**src/rtl/frame_compositor.sv**
```systemverilog
// frame_compositor: latches the game state once per frame and composites
// player/enemy sprites, shield rings, bullets and HP boxes over a background
// (or a state banner) in a fixed 3-stage pipeline, one RGB value per pixel.

// Per-object hit test: box hit, squat lower-half clip and the shield ring.
module fc_obj_hit #(
   parameter int W = 64,
   parameter int H = 96
) (
   input  logic [10:0] pix_x,
   input  logic [9:0]  pix_y,
   input  logic [10:0] obj_x,    // signed top-left x
   input  logic [9:0]  obj_y,    // signed top-left y
   input  logic        en,
   input  logic        squat,
   input  logic        ring_en,
   output logic        hit,
   output logic        ring
);
   localparam logic signed [11:0] ZERO   = 12'sd0;
   localparam logic signed [11:0] NEG2   = -12'sd2;
   localparam logic signed [11:0] W_L    = 12'(W);
   localparam logic signed [11:0] H_L    = 12'(H);
   localparam logic signed [11:0] HALF_H = 12'(H / 2);
   localparam logic signed [11:0] W_RING = 12'(W + 2);
   localparam logic signed [11:0] H_RING = 12'(H + 2);

   logic signed [11:0] dx, dy;
   logic               in_box, in_outer;

   // 12-bit signed offsets so objects hanging off any edge clip cleanly
   assign dx       = $signed({1'b0, pix_x}) - $signed({obj_x[10], obj_x});
   assign dy       = $signed({2'b00, pix_y}) - $signed({{2{obj_y[9]}}, obj_y});
   assign in_box   = (dx >= ZERO) && (dx < W_L) && (dy >= ZERO) && (dy < H_L);
   assign in_outer = (dx >= NEG2) && (dx < W_RING) && (dy >= NEG2) && (dy < H_RING);
   // squat keeps only the lower half of the box
   assign hit      = en && in_box && (!squat || (dy >= HALF_H));
   // the ring never covers the box itself, squatting or not
   assign ring     = ring_en && in_outer && !in_box;
endmodule

module frame_compositor #(
   parameter int SPR_W     = 64,
   parameter int SPR_H     = 96,
   parameter int BUL_SZ    = 16,
   parameter int HP_BOX    = 24,
   parameter int BLINK_BIT = 3
) (
   input  logic        clk,
   input  logic        rst_n,
   input  logic        i_frame_start,
   input  logic        i_pix_valid,
   input  logic [10:0] i_pix_x,
   input  logic [9:0]  i_pix_y,
   input  logic [1:0]  i_state,
   input  logic [10:0] i_player_x,
   input  logic [10:0] i_enemy_x,
   input  logic [10:0] i_goodbullet_x,
   input  logic [10:0] i_badbullet_x,
   input  logic [9:0]  i_player_y,
   input  logic [9:0]  i_enemy_y,
   input  logic [9:0]  i_goodbullet_y,
   input  logic [9:0]  i_badbullet_y,
   input  logic [1:0]  i_player_hp,
   input  logic [1:0]  i_enemy_hp,
   input  logic        i_player_shield,
   input  logic        i_enemy_shield,
   input  logic        i_player_squat,
   input  logic        i_enemy_squat,
   input  logic        i_goodbullet_isE,
   input  logic        i_badbullet_isE,
   output logic [23:0] o_rgb,
   output logic        o_rgb_valid,
   output logic [7:0]  o_frame_cnt
);
   localparam int NUM_OBJ = 4;    // lanes: 0 player, 1 enemy, 2 good bullet, 3 bad bullet
   localparam int STAGES  = 3;
   localparam int SCR_W   = 640;
   localparam int MAX_HP  = 3;

   typedef enum logic [1:0] {ST_START = 2'b00, ST_PLAY = 2'b01, ST_WIN = 2'b10, ST_LOSE = 2'b11} game_state_t;

   typedef enum logic [3:0] {
      L_BG, L_HP, L_ENEMY, L_PLAYER, L_RING, L_GOOD, L_BAD,
      L_BLACK, L_BAND_START, L_BAND_WIN, L_BAND_LOSE
   } layer_t;

   typedef struct packed {
      game_state_t              state;
      logic [NUM_OBJ-1:0][10:0] x;
      logic [NUM_OBJ-1:0][9:0]  y;
      logic [1:0]               php;
      logic [1:0]               ehp;
      logic [1:0]               shield;   // [0] player, [1] enemy
      logic [1:0]               squat;    // [0] player, [1] enemy
      logic [1:0]               bul_e;    // [0] good, [1] bad
   } snap_t;

   typedef struct packed {
      game_state_t        state;
      logic               band;
      logic               hp;
      logic [NUM_OBJ-1:0] hit;
      logic [NUM_OBJ-1:0] ring;
   } s1_t;

   snap_t              snap, snap_nxt;
   s1_t                s1_d, s1_q;
   layer_t             layer, s2_q;
   logic [STAGES:1]    vld_pipe;
   logic [23:0]        rgb_sel;
   logic [NUM_OBJ-1:0] obj_en, obj_sq, obj_ring_en, obj_hit, obj_ring;
   logic [MAX_HP-1:0]  hp_box;
   logic               hp_row;

   // Next snapshot, assembled straight from the live game inputs
   always_comb begin
      snap_nxt        = '0;
      snap_nxt.state  = game_state_t'(i_state);
      snap_nxt.x      = {i_badbullet_x, i_goodbullet_x, i_enemy_x, i_player_x};
      snap_nxt.y      = {i_badbullet_y, i_goodbullet_y, i_enemy_y, i_player_y};
      snap_nxt.php    = i_player_hp;
      snap_nxt.ehp    = i_enemy_hp;
      snap_nxt.shield = {i_enemy_shield, i_player_shield};
      snap_nxt.squat  = {i_enemy_squat, i_player_squat};
      snap_nxt.bul_e  = {i_badbullet_isE, i_goodbullet_isE};
   end

   // Snapshot and frame counter move together on the frame-start edge
   always_ff @(posedge clk or negedge rst_n) begin
      if (!rst_n) begin
         snap        <= '0;
         snap.php    <= 2'd3;
         snap.ehp    <= 2'd3;
         o_frame_cnt <= '0;
      end else if (i_frame_start) begin
         snap        <= snap_nxt;
         o_frame_cnt <= o_frame_cnt + 8'd1;
      end
   end

   assign obj_en      = {snap.bul_e, 2'b11};
   assign obj_sq      = {2'b00, snap.squat};
   assign obj_ring_en = {2'b00, snap.shield & {2{o_frame_cnt[BLINK_BIT]}}};

   for (genvar g = 0; g < NUM_OBJ; g++) begin : g_obj
      localparam int OW = (g < 2) ? SPR_W : BUL_SZ;
      localparam int OH = (g < 2) ? SPR_H : BUL_SZ;
      fc_obj_hit #(.W(OW), .H(OH)) u_hit (
         .pix_x   (i_pix_x),
         .pix_y   (i_pix_y),
         .obj_x   (snap.x[g]),
         .obj_y   (snap.y[g]),
         .en      (obj_en[g]),
         .squat   (obj_sq[g]),
         .ring_en (obj_ring_en[g]),
         .hit     (obj_hit[g]),
         .ring    (obj_ring[g])
      );
   end

   // HP boxes: player from the left edge, enemy mirrored from the right edge
   assign hp_row = (i_pix_y >= 10'd8) && (i_pix_y < 10'(8 + HP_BOX));
   for (genvar b = 0; b < MAX_HP; b++) begin : g_hp
      localparam logic [10:0] PX0 = 11'(8 + 2 * HP_BOX * b);
      localparam logic [10:0] EX0 = 11'(SCR_W - 8 - HP_BOX - 2 * HP_BOX * b);
      localparam logic [10:0] BOX = 11'(HP_BOX);
      assign hp_box[b] = ((i_pix_x >= PX0) && (i_pix_x < PX0 + BOX) && (snap.php > 2'(b))) ||
                         ((i_pix_x >= EX0) && (i_pix_x < EX0 + BOX) && (snap.ehp > 2'(b)));
   end

   // S1 payload: everything later stages need, frozen under this pixel's snapshot
   always_comb begin
      s1_d       = '0;
      s1_d.state = snap.state;
      s1_d.band  = (i_pix_y >= 10'd200) && (i_pix_y <= 10'd279);
      s1_d.hp    = hp_row && (|hp_box);
      s1_d.hit   = obj_hit;
      s1_d.ring  = obj_ring;
   end

   // S2 layer pick: later assignments win, so this reads lowest to highest priority
   always_comb begin
      layer = L_BG;
      if (s1_q.hp)      layer = L_HP;
      if (s1_q.hit[1])  layer = L_ENEMY;
      if (s1_q.ring[1]) layer = L_RING;
      if (s1_q.hit[0])  layer = L_PLAYER;
      if (s1_q.ring[0]) layer = L_RING;
      if (s1_q.hit[2])  layer = L_GOOD;
      if (s1_q.ring[2]) layer = L_RING;
      if (s1_q.hit[3])  layer = L_BAD;
      if (s1_q.ring[3]) layer = L_RING;
      if (s1_q.state != ST_PLAY) begin
         if (!s1_q.band)                   layer = L_BLACK;
         else if (s1_q.state == ST_WIN)    layer = L_BAND_WIN;
         else if (s1_q.state == ST_LOSE)   layer = L_BAND_LOSE;
         else                              layer = L_BAND_START;
      end
   end

   // S3 colour lookup
   always_comb begin
      rgb_sel = 24'h202040;
      case (s2_q)
         L_BG:         rgb_sel = 24'h202040;
         L_HP:         rgb_sel = 24'hE00000;
         L_ENEMY:      rgb_sel = 24'hFF6030;
         L_PLAYER:     rgb_sel = 24'h30C0FF;
         L_RING:       rgb_sel = 24'hFFFFFF;
         L_GOOD:       rgb_sel = 24'hFFFF00;
         L_BAD:        rgb_sel = 24'hFF00FF;
         L_BLACK:      rgb_sel = 24'h000000;
         L_BAND_START: rgb_sel = 24'h808080;
         L_BAND_WIN:   rgb_sel = 24'h00C000;
         L_BAND_LOSE:  rgb_sel = 24'hC00000;
         default:      rgb_sel = 24'h202040;
      endcase
   end

   // Free-running pipeline; reset drops every pixel in flight
   always_ff @(posedge clk or negedge rst_n) begin
      if (!rst_n) begin
         vld_pipe <= '0;
         s1_q     <= '0;
         s2_q     <= L_BG;
         o_rgb    <= '0;
      end else begin
         vld_pipe <= {vld_pipe[STAGES-1:1], i_pix_valid};
         s1_q     <= s1_d;
         s2_q     <= layer;
         o_rgb    <= vld_pipe[STAGES-1] ? rgb_sel : 24'h0;
      end
   end

   assign o_rgb_valid = vld_pipe[STAGES];
endmodule

```
**config.mk**
```make
export PLATFORM = sky130hd
export DESIGN_NAME = frame_compositor
export DESIGN_NICKNAME = d
export VERILOG_FILES = /design/src/rtl/frame_compositor.sv
export SDC_FILE = /design/constraint.sdc
export NUM_CORES = 1
export LEC_CHECK = 0
export CORE_MARGIN = 2
export CORE_UTILIZATION = 35
export DETAILED_ROUTE_END_ITERATION = 10
export SETUP_SLACK_MARGIN = 0.2
export SKIP_CTS_REPAIR_TIMING = 1
export SYNTH_ARGS = -nofsm -noshare
export SYNTH_HDL_FRONTEND = slang
export SYNTH_SLANG_ARGS = --single-unit
```
**constraint.sdc**
```tcl
create_clock -name clk -period 4 [get_ports clk]
set_clock_uncertainty 0.15 [all_clocks]
set_input_delay 0.8 -clock clk [delete_from_list [all_inputs] [get_ports clk]]
set_output_delay 0.8 -clock clk [all_outputs]
set_load 0.01 [all_outputs]
```
==> reports/qor.yml, run 1 <==
timing:
  hold_violations: 0
  period_needed_ns: 3.63
  rsz0062_at_grt: "false"
  fmax_mhz: 275
  setup_viol: 0
  slew_viol_final: 0
  finalCritPeriodShare_pct: 90.8
  max_slew_margin_pct: 58.8
  tightestPinTransition_ns: 0.617
job:
  max_cap_violations: 0
detailed_routing:
  via_per_inst: 5.00
  ant_nets: 0
  drt_iter0_drc: 360
  dr.pass1.iters: 5
  vias: 7567
  drc: 0
  wl_per_cell_microns: 15.5
  drt-total-wl_mm: 23.5
logic_synthesis:
  synth-async-reset-ratio_pct: 100
  synth_cell_types: 72
  ys.flop_type: "dfrtp_1"
  seq_area_frac_synth_pct: 37.5
  netlist_area_sq_um: 8960
  synth.avg_cell_area_sq_um: 9.00
  syn_nets: 1215
  synth_cells: 995
  yosys_warnings: 0
  synth_edf_count: 0
  ys_ff_latch: 134
grt:
  grt_pass1_wl_mm: 38.2
  gr-total-overflow: 0
  grt_max_degree: 80
  grt_antenna_before_repair: 0
  track_usage_pct: 18.1
  grt_pass1_vias: 7568
worst_setup_path:
  regToRegSetupSlack_ns: 0.89
  crit_arrival_ns: 3.79
  cp.required_ns: 4.16
  regToRegEndpoint: "s1_q[0]"
  crit_type: "in2reg"
  critPathLaunchType: "input pin"
  cp_max_fo: 2
  reg2reg_from: "snap[50]"
  setup.worst_path.end_class: "flop"
  reg2reg_depth: 11
clocking:
  cts_buffers: 17
  clkTransAtPathRegs_ns: 0.07
  clkSinkCount: 134
  clock_latency_ns: 0.43
  cts_tree: "yes"
  htreeDepth: 4
  cts_root_buf: "clkbuf_16"
  clockBufferDepth: 2
placed_design:
  dp.cells: 1480
  dp_hpwl_mm: 18.1
  globalplace.congestion: 0.881
  port_buffers: 153
worst_hold_path:
  hp-class: "in2async"
die:
  fp.dieH_microns: 164
  die_area_sq_um: 26900
  die_w_microns: 164
  ios: 154
  fp-row-count: 58
  initial_core_util_pct: 35.6
  core_area_sq_um: 25200
power:
  power_mw: 4.61
  powerDensity_nw_per_um2: 395
  leakage_nw: 5.23
  irDropWorstVdd_v: 0.000215
finish:
  fin_util_pct: 46.3
  drive_gt1_share_pct: 9.89
  fin_nets: 1390
  final_cells: 1513
  areaGrowthSynthToFinish_pct: 30.2
  diodes: 0
run_status:
  status: "finished, final reports clean"
-- power by group --
part / switching [mW] / internal, mW
Sequential: 0.105 / 1.50
Combinational: 0.732 / 0.710
Clock: 0.729 / 0.833
-- cells by family (layout without fill, tap and decap cells) --
family                   after synthesis  in the layout  synth area share (%)
XOR/XNOR                              47             47                  4.59
flip-flops                           134            134                  37.5
buffers and inverters                135            323                  6.12
AND/OR/NAND/NOR                      291            291                  15.8
multiplexers                          24             24                  2.97
AO/OA/AOI/OAI                        265            265                  18.9
adder cells (fa/ha/maj)               99             99                  14.2
-- final cells by class --
cell class              count  area, sq um
multi-input cells         726         5080
inverters                  99          372
well taps                 330          413
clock buffers              17          425
clock inverters            15          154
repair buffers            192         1860
flip-flops and latches    134         3360
fillers                  2456        13500
-- per-stage QoR --
step	setup WS, ns	cell area [sq um]	TNS (ns)	hold WS, ns
floorplan	0.579	8960	0	0.181
finish	0.369	11700	0	0.182
global route	0.204	11700	0	0.218
global placement	-0.0152	11000	-0.0152	0.183
detailed placement	-0.0799	11000	-0.149	0.186
CTS	0.355	11600	0	0.202
-- state kept, by name (all words and copies together), names as in the netlist --
signal       flops
snap            90
o_rgb           13
s1_q            10
o_frame_cnt      8
s2_q             4
vld_pipe         3
obj_en           2
obj_sq           2
s1_d             2
-- worst max-delay path: stages --
cell	delay (ns)
clkdlybuf4s50_1	0.46
inv_1	0.05
ha_1	0.23
fa_2	0.38
nor2b_4	0.13
o31a_1	0.23
o31ai_4	0.08
nor2b_2	0.13
nor2_2	0.05
xnor2_1	0.14
or4_1	0.56
o21bai_1	0.20
a2111oi_2	0.37
-- cells in the mapped netlist (all sizes together), types with 12 or more instances --
library cell / instances / area [sq um]
o21a: 23 / 173
nor2: 55 / 209
dfrtp: 130 / 3250
ha: 95 / 1190
xnor2: 29 / 254
nand2: 112 / 420
nor3: 25 / 125
xor2: 18 / 158
inv: 98 / 368
o21ai: 113 / 569
nand2b: 12 / 75.1
clkbuf: 25 / 93.8
mux2: 21 / 236
a21oi: 41 / 209
nand4: 13 / 81.3
nor2b: 20 / 133
-- placed cells by master, fill, tap and decap left out, types with 13 or more instances in the layout --
cell type,n
clkdlybuf4s50_1,151
clkbuf_16,17
nand4_1,13
inv_1,98
nor2b_1,18
buf_4,37
a21oi_1,40
xor2_1,18
o21a_1,23
nor3_1,25
o21ai_0,104
nor2_1,54
mux2_2,21
nand2_1,112
ha_1,95
xnor2_1,29
dfrtp_1,130
-- routing by layer --
layer / up-vias / global-route usage, % / wire length [microns]
li1: 3832 / - / -
met1: 3512 / 24.9 / 11300
met2: 193 / 28.9 / 10500
met3: 30 / 3.76 / 1170
met4: 0 / 5.30 / 438
met5: - / 0 / 0
-- how the worst max path moves through the flow --
| stage | from | endpoint | slack [ns] | cells after the start |
|---|---|---|---|---|
| finish | i_pix_x[0] | s1_q[0] | 0.37 | 13 |
| global route | i_pix_x[0] | s1_q[0] | 0.20 | 13 |
| CTS | i_pix_x[0] | s1_q[0] | 0.36 | 13 |
| detailed placement | i_pix_x[0] | s1_q[0] | -0.08 | 13 |
| global placement | i_pix_x[0] | s1_q[0] | -0.02 | 13 |
| floorplan | i_pix_x[0] | s1_q[0] | 0.58 | 12 |
No activity file was read; power rests on OpenSTA's default activity.
==> run 2, diff against run 1 <==
- ABC_AREA: unset -> 1
- CORE_UTILIZATION: 35 -> 30
- CTS_BUF_LIST: unset -> sky130_fd_sc_hd__clkbuf_4 sky130_fd_sc_hd__clkbuf_8 sky130_fd_sc_hd__clkbuf_16
==> run 2 against run 1 <==
Net effect:
- clock power increased by 4%
- via count is 28% higher
- power is 6.4% higher
- final cell count up 40%
- worst setup slack gained 0.42 ns
- synthesized cell count grew 51%
- wire length up 31%
- highest routed layer unchanged
- global-route usage fell by 0.39 points
==> reports/qor.yml, run 2 <==
logic_synthesis:
  synth.avg_cell_area_sq_um: 6.86
  synth.most_common_cell: "nand2_1"
  synth_top_cell_by_area: "dfrtp_1"
  ys.flop_type: "dfrtp_1"
  netlist_top_cells_area: "dfrtp_1, nand2_1, ha_1, inv_1, o21ai_0"
  syn_nets: 1725
  synth_edf_count: 0
  synth_cell_types: 46
  yosysTopAreaCellShare_pct: 31.5
  seq_area_frac_synth_pct: 32.5
  synth-async-reset-ratio_pct: 100
  netlist_area_sq_um: 10300
  ys_ff_latch: 134
  yosys_warnings: 0
  synth_cells: 1505
  synth_commonest_cells: "nand2_1, inv_1, dfrtp_1, nor2_1, o21ai_0"
timing:
  period_needed_ns: 3.21
  slew_viol_final: 0
  layout_setup_ws_ns: 0.790
  hold_violations: 0
  max_slew_margin_pct: 48.0
  finalCritPeriodShare_pct: 80.3
  setup_tns_ns: 0
  setup_viol: 0
  fmax_mhz: 311
  tightestPinTransition_ns: 0.781
  hold_ws_ns: 0.198
  rsz0062_at_grt: "false"
die:
  initial_core_util_pct: 30.6
  die_w_microns: 190
  fp-row-count: 67
  core_area_sq_um: 33700
  die_area_sq_um: 35900
  fp.dieH_microns: 190
  ios: 154
grt:
  grt_max_degree: 100
  track_usage_pct: 17.7
  grt_pass1_wl_mm: 50.2
  grt_antenna_before_repair: 0
  grt_pass1_vias: 9863
  gr-total-overflow: 0
worst_setup_path:
  critPathLaunchType: "input pin"
  setup.worst_path.end_class: "flop"
  slowest_stage: "clkdlybuf4s50_1"
  cp_max_fo: 5
  crit_path_frequent_cell: "nand2_1"
  path_cells: "clkdlybuf4s50_1, inv_1, fa_1, inv_1, nand3_1, nand3_1, nand2_1, nand3_1, nand2_1, nor2_1, inv_1, nand2_1, nand2_1, nand2_1, nand3_1, nor3_2"
  crit_arrival_ns: 3.40
  crit_type: "in2reg"
  cp.required_ns: 4.19
  reg2reg_depth: 15
  critPathMaxStageDelay_ns: 0.66
detailed_routing:
  drt-total-wl_mm: 30.8
  via_per_inst: 4.60
  drt_iter0_drc: 492
  wl_per_cell_microns: 14.6
  ant_nets: 0
  vias: 9718
  dr.pass1.iters: 5
  drc: 0
clocking:
  clock_latency_ns: 0.43
  cts_tree: "yes"
  cts_root_buf: "clkbuf_16"
  clockBufferDepth: 2
  cts_buffers: 17
  clkSinkCount: 134
  clkTransAtPathRegs_ns: 0.06
  htreeDepth: 4
finish:
  final_common_cell: "nand2_1"
  final_cells: 2112
  top_regs: "snap x90, o_rgb x13, s1_q x10"
  fin_nets: 1871
  diodes: 0
  drive_gt1_share_pct: 5.83
  largest_register_ff_count: 90
  top_register: "snap"
  nFillCells: 3601
  areaGrowthSynthToFinish_pct: 25.1
  final_cell_mix: "nand2_1, inv_1, clkdlybuf4s50_1, dfrtp_1, nor2_1"
placed_design:
  dp_hpwl_mm: 24.3
  globalplace.congestion: 0.898
  preCtsSetupSlack_ns: 0.345
  port_buffers: 153
  dp.cells: 2080
job:
  max_cap_violations: 0
worst_hold_path:
  hp-class: "reg2reg"
  holdPathStages: 0
power:
  p_clk_share_pct: 33.2
  powerDensity_nw_per_um2: 380
  swShare_pct: 36.0
  irDropWorstVdd_v: 0.000299
  power_frac_comb_pct: 34.5
  p_switching_mw: 1.77
  p_seq_share_pct: 32.4
  leakage_nw: 6.66
  p_int_mw: 3.14
run_status:
  status: "finished, final reports clean"
==> run 2: cell types whose count changed after synthesis, sizes merged, moves of 11 or more <==
| cell | before | now |
|---|---|---|
| nand2b | 12 | 0 |
| nand4 | 13 | 24 |
| a21oi | 41 | 61 |
| nand2 | 112 | 495 |
| xnor2 | 29 | 8 |
| o21a | 23 | 1 |
| mux2 | 21 | 0 |
| nor2b | 20 | 0 |
| nand3 | 6 | 96 |
| nand3b | 2 | 19 |
| nor2 | 55 | 121 |
| inv | 98 | 242 |
==> run 2: worst paths after layout <==
path,from,to,slack (ns)
setup / recovery,i_pix_x[1],s1_q[0],0.79
hold reg to reg,vld_pipe[1],vld_pipe[2],0.20
max in group asynchronous,rst_n,o_frame_cnt[0],2.64
setup reg to reg,snap[50],s1_q[0],1.45
hold / removal,vld_pipe[1],vld_pipe[2],0.20
min in group asynchronous,rst_n,snap[32],0.26
==> run 2: area by class of cell <==
class,count,area [sq um],area share (%)
Sequential cell,134,3360,26.0
Timing Repair Buffer,161,1620,12.5
Inverter,244,916,7.09
Tap cell,448,561,4.34
Multi-Input combinational cell,1093,5880,45.5
Clock buffer,19,447,3.46
Clock inverter,13,151,1.17
==> run 2: logic make-up after synthesis <==
family          Yosys count  synth area share [%]
xor+xnor                 18                  1.53
compound gates          200                  10.7
simple gates            776                  32.4
fa+ha+maj                99                  12.3
buf+inv                 278                  10.6
flops                   134                  32.5
==> run 2: stage by stage <==
step / cell area, sq um / power (mW) / util (%)
floorplan: 10300 / 2.71 / -
global placement: 12300 / 3.29 / 36.6
detailed placement: 12300 / 3.31 / 36.6
CTS: 12900 / 4.96 / 38.4
global route: 12900 / 5.26 / 38.4
finish: 12900 / 4.91 / 38.4
==> run 2: layer usage <==
layer | wire (microns) | track usage (%)
met1 | 14500 | 22.8
met2 | 15000 | 31.5
met3 | 1030 | 2.64
met4 | 270 | 3.64
met5 | 0 | 0
==> run 2: critical path, delay by kind of cell <==
kind | cells | cell delay [ns]
AND/OR/NAND/NOR | 11 | 1.09
adder cells (fa/ha/maj) | 1 | 0.47
buffers and inverters | 4 | 1.02
==> run 2: power by group through the flow <==
stage / logic (mW) / clock network, mW / registers (mW)
after floorplan: 1.09 / 0 / 1.62
after global placement: 1.68 / 0 / 1.61
after detailed placement: 1.69 / 0 / 1.61
after CTS: 1.70 / 1.67 / 1.59
after global routing: 1.93 / 1.73 / 1.61
final: 1.69 / 1.63 / 1.59
